`src/rtl/apb_fifo_mc.sv`:
```
// apb_fifo_mc: APB3 slave fronting NCH independent synchronous FIFOs.
// Each channel is pushed through APB registers (CTRL/STATUS/WDATA/THRESH at
// channel*0x10) and drained through its own first-word-fall-through
// valid/ready stream port.
//
// Optional build macro: APB_FIFO_MC_SLVERR_EN
//   defined   -> PSLVERR flags pushes to full/disabled channels and any
//                access to a channel index >= NCH
//   undefined -> PSLVERR tied to 0
//
// Ports:
//   PCLK, PRESET        clock, synchronous active-high reset
//   PSEL/PENABLE/PWRITE APB3 control
//   PADDR[7:0]          [7:4] channel, [3:2] register, [1:0] ignored
//   PWDATA/PRDATA       APB data (PRDATA combinational in access phase)
//   PREADY, PSLVERR     always-ready, optional error response
//   m_valid/m_ready     per-channel stream handshake
//   m_data              channel c at [c*DW +: DW]
//   irq                 OR of enabled OVF/AFULL conditions over channels
module apb_fifo_mc #(
  parameter int DW    = 8,
  parameter int DEPTH = 8,
  parameter int NCH   = 4
) (
  input  logic              PCLK,
  input  logic              PRESET,
  input  logic              PSEL,
  input  logic              PENABLE,
  input  logic              PWRITE,
  input  logic [7:0]        PADDR,
  input  logic [31:0]       PWDATA,
  output logic [31:0]       PRDATA,
  output logic              PREADY,
  output logic              PSLVERR,
  output logic [NCH-1:0]    m_valid,
  input  logic [NCH-1:0]    m_ready,
  output logic [NCH*DW-1:0] m_data,
  output logic              irq
);

  localparam int LW = $clog2(DEPTH + 1);
  localparam int AW = $clog2(DEPTH);
  localparam int PW = AW + 1;

  localparam logic [1:0] REG_CTRL   = 2'd0;
  localparam logic [1:0] REG_STATUS = 2'd1;
  localparam logic [1:0] REG_WDATA  = 2'd2;
  localparam logic [1:0] REG_THRESH = 2'd3;

  logic          access;
  logic [3:0]    ch;
  logic [1:0]    rsel;
  logic          ch_ok;

  logic [DW-1:0] mem [NCH][DEPTH];
  logic [PW-1:0] wptr [NCH];
  logic [PW-1:0] rptr [NCH];
  logic [LW-1:0] thresh [NCH];
  logic [NCH-1:0] en, ovf_ie, afull_ie, ovf;

  logic [LW-1:0] level [NCH];
  logic [NCH-1:0] empty, full, afull;
  logic [NCH-1:0] sel, push, rej, pop, flush, ovf_clr;

  logic unused;

  assign access = PSEL & PENABLE;
  assign ch     = PADDR[7:4];
  assign rsel   = PADDR[3:2];
  assign ch_ok  = ({1'b0, ch} < 5'(NCH));
  assign PREADY = 1'b1;
  assign unused = ^{PADDR[1:0], PWDATA};

  // Flags derived purely from registered pointers/threshold.
  always_comb begin
    empty = '0;
    full  = '0;
    afull = '0;
    for (int unsigned c = 0; c < NCH; c++) begin
      level[c] = LW'(wptr[c] - rptr[c]);
      empty[c] = (wptr[c] == rptr[c]);
      full[c]  = (wptr[c][AW-1:0] == rptr[c][AW-1:0]) && (wptr[c][AW] != rptr[c][AW]);
      afull[c] = (LW'(wptr[c] - rptr[c]) >= thresh[c]);
    end
  end

  // Per-channel transfer decode.
  always_comb begin
    sel     = '0;
    push    = '0;
    rej     = '0;
    pop     = '0;
    flush   = '0;
    ovf_clr = '0;
    for (int unsigned c = 0; c < NCH; c++) begin
      sel[c]     = access && ch_ok && (ch == 4'(c));
      flush[c]   = sel[c] && PWRITE && (rsel == REG_CTRL) && PWDATA[1];
      push[c]    = sel[c] && PWRITE && (rsel == REG_WDATA) && en[c] && !full[c];
      rej[c]     = sel[c] && PWRITE && (rsel == REG_WDATA) && en[c] && full[c];
      ovf_clr[c] = sel[c] && PWRITE && (rsel == REG_STATUS) && PWDATA[2];
      pop[c]     = !empty[c] && m_ready[c];
    end
  end

  always_ff @(posedge PCLK) begin
    if (PRESET) begin
      for (int unsigned c = 0; c < NCH; c++) begin
        wptr[c]   <= '0;
        rptr[c]   <= '0;
        thresh[c] <= LW'(DEPTH);
      end
      en       <= '0;
      ovf_ie   <= '0;
      afull_ie <= '0;
      ovf      <= '0;
    end else begin
      for (int unsigned c = 0; c < NCH; c++) begin
        // Flush overrides a concurrent pop; a push cannot coincide with it.
        if (flush[c]) begin
          wptr[c] <= '0;
          rptr[c] <= '0;
        end else begin
          if (push[c]) wptr[c] <= wptr[c] + PW'(1);
          if (pop[c])  rptr[c] <= rptr[c] + PW'(1);
        end
        if (sel[c] && PWRITE) begin
          case (rsel)
            REG_CTRL: begin
              en[c]       <= PWDATA[0];
              ovf_ie[c]   <= PWDATA[2];
              afull_ie[c] <= PWDATA[3];
            end
            REG_THRESH: thresh[c] <= PWDATA[LW-1:0];
            default: ;
          endcase
        end
        // A rejected push outranks a same-edge W1C.
        if (rej[c])          ovf[c] <= 1'b1;
        else if (ovf_clr[c]) ovf[c] <= 1'b0;
      end
    end
  end

  // Storage needs no reset: contents are only visible while non-empty.
  always_ff @(posedge PCLK) begin
    for (int unsigned c = 0; c < NCH; c++) begin
      if (push[c] && !PRESET) mem[c][wptr[c][AW-1:0]] <= PWDATA[DW-1:0];
    end
  end

  assign m_valid = ~empty;

  always_comb begin
    m_data = '0;
    for (int unsigned c = 0; c < NCH; c++) begin
      if (!empty[c]) m_data[c*DW +: DW] = mem[c][rptr[c][AW-1:0]];
    end
  end

  assign irq = |((ovf & ovf_ie) | (afull & afull_ie));

  always_comb begin
    PRDATA = '0;
    if (access && !PWRITE && ch_ok) begin
      for (int unsigned c = 0; c < NCH; c++) begin
        if (ch == 4'(c)) begin
          case (rsel)
            REG_CTRL:   PRDATA[3:0] = {afull_ie[c], ovf_ie[c], 1'b0, en[c]};
            REG_STATUS: begin
              PRDATA[16 +: LW] = level[c];
              PRDATA[3:0]      = {afull[c], ovf[c], full[c], empty[c]};
            end
            REG_THRESH: PRDATA[LW-1:0] = thresh[c];
            default: ;
          endcase
        end
      end
    end
  end

`ifdef APB_FIFO_MC_SLVERR_EN
  always_comb begin
    PSLVERR = 1'b0;
    if (access) begin
      if (!ch_ok) begin
        PSLVERR = 1'b1;
      end else begin
        for (int unsigned c = 0; c < NCH; c++) begin
          if ((ch == 4'(c)) && PWRITE && (rsel == REG_WDATA) && (!en[c] || full[c]))
            PSLVERR = 1'b1;
        end
      end
    end
  end
`else
  assign PSLVERR = 1'b0;
`endif

endmodule

```
`config.mk`:
```
export PLATFORM = sky130hd
export DESIGN_NAME = apb_fifo_mc
export DESIGN_NICKNAME = d
export VERILOG_FILES = /design/src/rtl/apb_fifo_mc.sv
export SDC_FILE = /design/constraint.sdc
export NUM_CORES = 1
export LEC_CHECK = 0
export CAP_MARGIN = 20
export CORE_MARGIN = 2
export CORE_UTILIZATION = 53
export DETAILED_ROUTE_END_ITERATION = 6
export MAX_ROUTING_LAYER = met4
export PLACE_DENSITY = 0.89
export SYNTH_ARGS = -nofsm -noshare
export SYNTH_HDL_FRONTEND = slang
export SYNTH_SLANG_ARGS = --single-unit
```
`constraint.sdc`:
```
create_clock -name PCLK -period 3.9 [get_ports PCLK]
set_input_delay 0.975 -clock PCLK [delete_from_list [all_inputs] [get_ports PCLK]]
set_output_delay 0.975 -clock PCLK [all_outputs]
set_load 0.02 [all_outputs]
```
Yosys cells after proc, flatten, opt, wreduce, memory -nomap -nowiden --
Memory sizes are Yosys's and may differ from the RTL's. Index checks and enable logic that the tools add are counted.
Word-level totals: bits in registers 16, RAM bits 304, input bits 49, output and inout port bits 71, word-level logic and storage cells 329, memories 4
Memory list:
- mem | depth 4, bits a word 64, read ports 4, clocked after Yosys merged registers in 0, write ports 1, line 55 | logic [DW-1:0] mem [NCH][DEPTH];
- rptr | depth 4, bits a word 4, read ports 4, clocked after Yosys merged registers in 0, write ports 4, line 57 | logic [PW-1:0] rptr [NCH];
- thresh | depth 4, bits a word 4, read ports 4, clocked after Yosys merged registers in 0, write ports 4, line 58 | logic [LW-1:0] thresh [NCH];
- wptr | depth 4, bits a word 4, read ports 4, clocked after Yosys merged registers in 0, write ports 4, line 56 | logic [PW-1:0] wptr [NCH];
Cells by class: add/subtract/negate cells 12, order comparisons 17, equal/unequal tests 18, mux-type cells 146, bitwise operators 33, reduce and logical (&&, ||, !) cells 83
Operators with widths (count):
- two-way mux 64 bit | 10
- OR reduction 64 bit | 3
- two-way mux 4 bit | 34
- two-way mux 8 bit | 16
- binary-select mux 8 bit (select 3 bit) | 4
- demux 8 bit (select 3 bit) | 4
- two-way mux 1 bit | 71
- logical AND 1 bit | 59
- one-hot mux 4 bit (3 select lines) | 4
- adder 4 x 1 -> 4 bit, second input constant | 8
- >= comparator 4 bit, second input constant | 8
- inverter 3 -> 4 bit | 8
- bitwise OR 1 bit | 20
- == test 4 bit | 4
- >= comparator 4 bit | 4
- < comparator 4 x 1 -> 1 bit, second input constant | 4
- subtractor 4 bit | 4
- == test 3 bit | 4
- zero test 1 bit | 10
- AND 4 bit | 2
- == test 4 x 2 -> 1 bit, second input constant | 2
- AND reduction 2 bit | 4
- nonzero test 2 bit | 4
- two-way mux 2 bit | 3
- other kinds (11) | 15

Logic depth before layout (Yosys ltp) --
Gate-level depths: netlist of the first run.
depth after elaboration 14, depth in mapped cells 13, depth with buffers taken out 12

Worst setup path after synthesis of the first run --
OpenSTA, ideal clock, no wires.
path type register to output, start mem rptr[0][5] in the netlist's numbering, end out PRDATA[3], data arrival time 3.059 ns, required time 2.925 ns, path slack -0.134 ns, cell stages (with the launch flop) 14, buffers on the path 2, cell sequence edfxtp_1 -> clkbuf_1 -> buf_1 -> inv_1 -> ha_1 -> a21o_1 -> a21oi_1 -> xnor2_1 -> ha_1 -> a2111oi_0 -> nor3_1 -> a22o_1 -> a21oi_1 -> o21ai_1
RTL lines:
- start: declaration | line 57
- end: declaration | line 32 | output logic [31:0] PRDATA,

==> impl_metrics.toml, run 1 <==
[outcome]
status = "finished with violations"
failed_checks = "setup timing"

[worst_setup_path]
cp_max_fo = 2
crit_top_cell = "ha_4"
criticalPathCategory = "flip-flop to output port"
cp_cell_sequence = "inv_2, ha_4, inv_4, fa_2, ha_4, a2111oi_4, nor3_2, a222oi_1, nand2_1, buf_6"
startpoint_type = "flip-flop"
reg2reg_slack_ps = 1300
cp_data_arrival_time_ps = 3160
path_buf_inv = 3
slowest_delay_ps = 570
path_delay_family = "adder cells"
crit_required_ps = 2920
cpMaxStageDelayCell = "fa_2"
endpoint_kind = "output port"

[yosys]
ys_seq_area_share_pct = 64.7
synth_commonest_cells = "edfxtp_1, nand2_1, a21oi_1, mux4_2, nor2_1"
ys_ff_latch = 320
synth_cell_types = 54
yosysTopAreaCell = "edfxtp_1"
yosys_warnings = 0
netlist_area_um2 = 14600
avgSynthCellArea_um2 = 14.6
synth_ff_type = "edfxtp_1"
async_flop_share_pct = 0
ys_top_cells_by_area = "edfxtp_1, mux4_2, ha_1, nand2_1, a21oi_1"
synth_edf_count = 304
syn_inst = 1003
synth_most_common_cell = "edfxtp_1"
synth_top_area_share_pct = 62.5

[cts]
cts_hold_buf = 0
cts-root-buf = "clkbuf_16"
cts_tree = "built"
cts_htree_levels = 1
cts.clk_slew.worst_paths_ps = 70
numCtsBuffers = 31
cts_max_path_buffers = 3
clk_latency_ps = 570
cts_sinks = 320

[layout]
area_growth_pct = 22.8
drive_gt1_share_pct = 28.7
antenna_cells = 0
final_cell_area_um2 = 17900
nFillCells = 1740
nets = 1318

[detailed_routing]
dr.pass1.iters = 6
ant_nets = 0
num_vias = 9502
drt-total-wl_um = 35600
vias_per_cell = 5.96
wl_per_cell_um = 22.3
drc = 0
drt_iter0_drc = 953

[power]
p_per_area_nw_per_um2 = 454
comb_power_share_pct = 16.8
internal_power_uw = 6130
p_clk_share_pct = 36.2
switching_share_pct = 24.7
p_seq_share_pct = 46.9
switchingPower_uw = 2010
total_leakage_power_uw = 0.00636
vdd_ir_drop_max_mv = 0.434

[global_routing]
grt_pass1_vias = 9607
grt-ovfl-total = 0
antenna_found_initial = 0
grt_usage_pct = 25.3
grt_pass1_wl_um = 53600
grt_start_max_net_pins = 41

[place]
placedInstanceArea_um2 = 16600
hpwlAfterDp_um = 22800
portBuffers = 67
gp_congestion = 1.05

[min_path]
hold_path.class = "flip-flop to flip-flop"

[sta]
hold_violations = 0
tightest_slew_ps = 562
rsz0062_at_grt = "yes"
tns_ps = -463
final-setup-viol-count = 2
slew_viol_final = 0
post-route-period-util_pct = 106
fin_skew_ps = 22.3
fin_ws_ps = -238
fmax_mhz = 242
finalCriticalPeriod_ps = 4140
slew_headroom_pct = 62.4

[flow_run]
maxCapViolations = 0

[floorplan]
row_count = 60
die_w_um = 170
core_um2 = 27000
die_area_um2 = 28900
die_h_um = 170
start_util_pct = 54.1
io_pins = 120
## placed cells by master (no fill, tap or decap), drive strengths merged, types with 6 or more instances in the layout
master,Yosys,routed
clkinv,5,22
ha,36,36
dlygate4sd2,0,6
o21bai,8,8
nand2,113,113
dfxtp,16,16
edfxtp,304,304
xnor2,16,16
inv,41,43
nor2,72,72
nand4,7,7
clkdlybuf4s50,0,52
conb,2,26
o21ai,15,15
clkbuf,13,34
nand3,37,37
xor2,16,16
and3,7,7
buf,50,171
nor3b,8,8
mux4,68,68
a21oi,68,68
nor3,17,17
and2,14,14
or3,9,9
nand2b,12,12
## metrics by stage
step                      worst slack (ps)  hold slack (ps)  std cells  total power (uW)  utilization (%)
after floorplan                       9.12              449       1027              4580                -
after global placement                -660              469       1522              5050             61.3
after detailed placement              -656              479       1522              5090             61.3
after CTS                             -223              487       1587              8120             65.9
after global routing                  -409              511       1594              8380             66.4
final                                 -238              487       1594              8140             66.4
## final timing paths
kind | start | endpoint | cells past startpoint
max reg2reg | rptr[0][10] | mem[2][24] | 11
max | wptr[1][0] | irq | 10
min reg2reg | afull_ie[3] | afull_ie[3] | 2
min | afull_ie[3] | afull_ie[3] | 2
## flip-flops by register name, summed over array words and instances (netlist names)
register and cells:
rptr 16, ovf_ie 4, ovf 4, mem 256, thresh 16, wptr 16, afull_ie 4, en 4
## power by group through the flow
stage	Sequential (uW)	Combinational, uW	Clock [uW]
floorplan	3890	696	0
global placement	3890	1160	0
detailed placement	3890	1200	0
CTS	3820	1310	2990
global route	3820	1450	3110
finish	3820	1370	2950
## logic make-up (layout without fill, tap and decap cells)
kind of cell / count (synthesis) / after routing / share of synthesized area (%)
mux: 74 / 74 / 10.9
simple gates: 305 / 305 / 10.4
xor+xnor: 32 / 32 / 1.92
buf+inv: 109 / 335 / 3.67
other cells: 2 / 26 / 0.0514
compound gates: 121 / 121 / 4.80
fa+ha+maj: 40 / 40 / 3.63
flops: 320 / 320 / 64.7
## worst reg2reg max path: cells and delay by family, from the launching register on
kind | cells | cell delay [ps]
adder cells (fa/ha/maj) | 1 | 210
AND/OR/NAND/NOR | 5 | 890
buffers and inverters | 5 | 790
flip-flops | 1 | 430
## timing repair
action / 4_1_cts / 5_1_grt
setup buffers: 8 / 8
resized for setup: 82 / 26
pin swaps: 19 / 14
setup endpoints to repair: 9 / 9
## final cells by class
| cell class | instances | area, um2 | area share, % |
|---|---|---|---|
| clock buffers | 33 | 783 | 4.36 |
| clock inverters | 24 | 213 | 1.19 |
| inverters | 46 | 175 | 0.976 |
| multi-input cells | 598 | 5000 | 27.9 |
| flip-flops and latches | 320 | 9450 | 52.7 |
| well taps | 341 | 427 | 2.38 |
| repair buffers | 232 | 1900 | 10.6 |
## routing by layer
metal | up-vias | global-route usage, % | part of all wire (%)
met5 | - | - | 0
met4 | 0 | 9.74 | 4.3
met3 | 123 | 3.14 | 8.1
met2 | 541 | 42.5 | 50
met1 | 4652 | 31.7 | 38
li1 | 4186 | - | -
Note: power is estimated with default switching activity, not from simulation.
==> inputs of run 2 (changes only) <==
SLEW_MARGIN = 20   (was default)
==> results of run 2 <==
No change in the layout: final DEF, timing and power equal those of run 1.
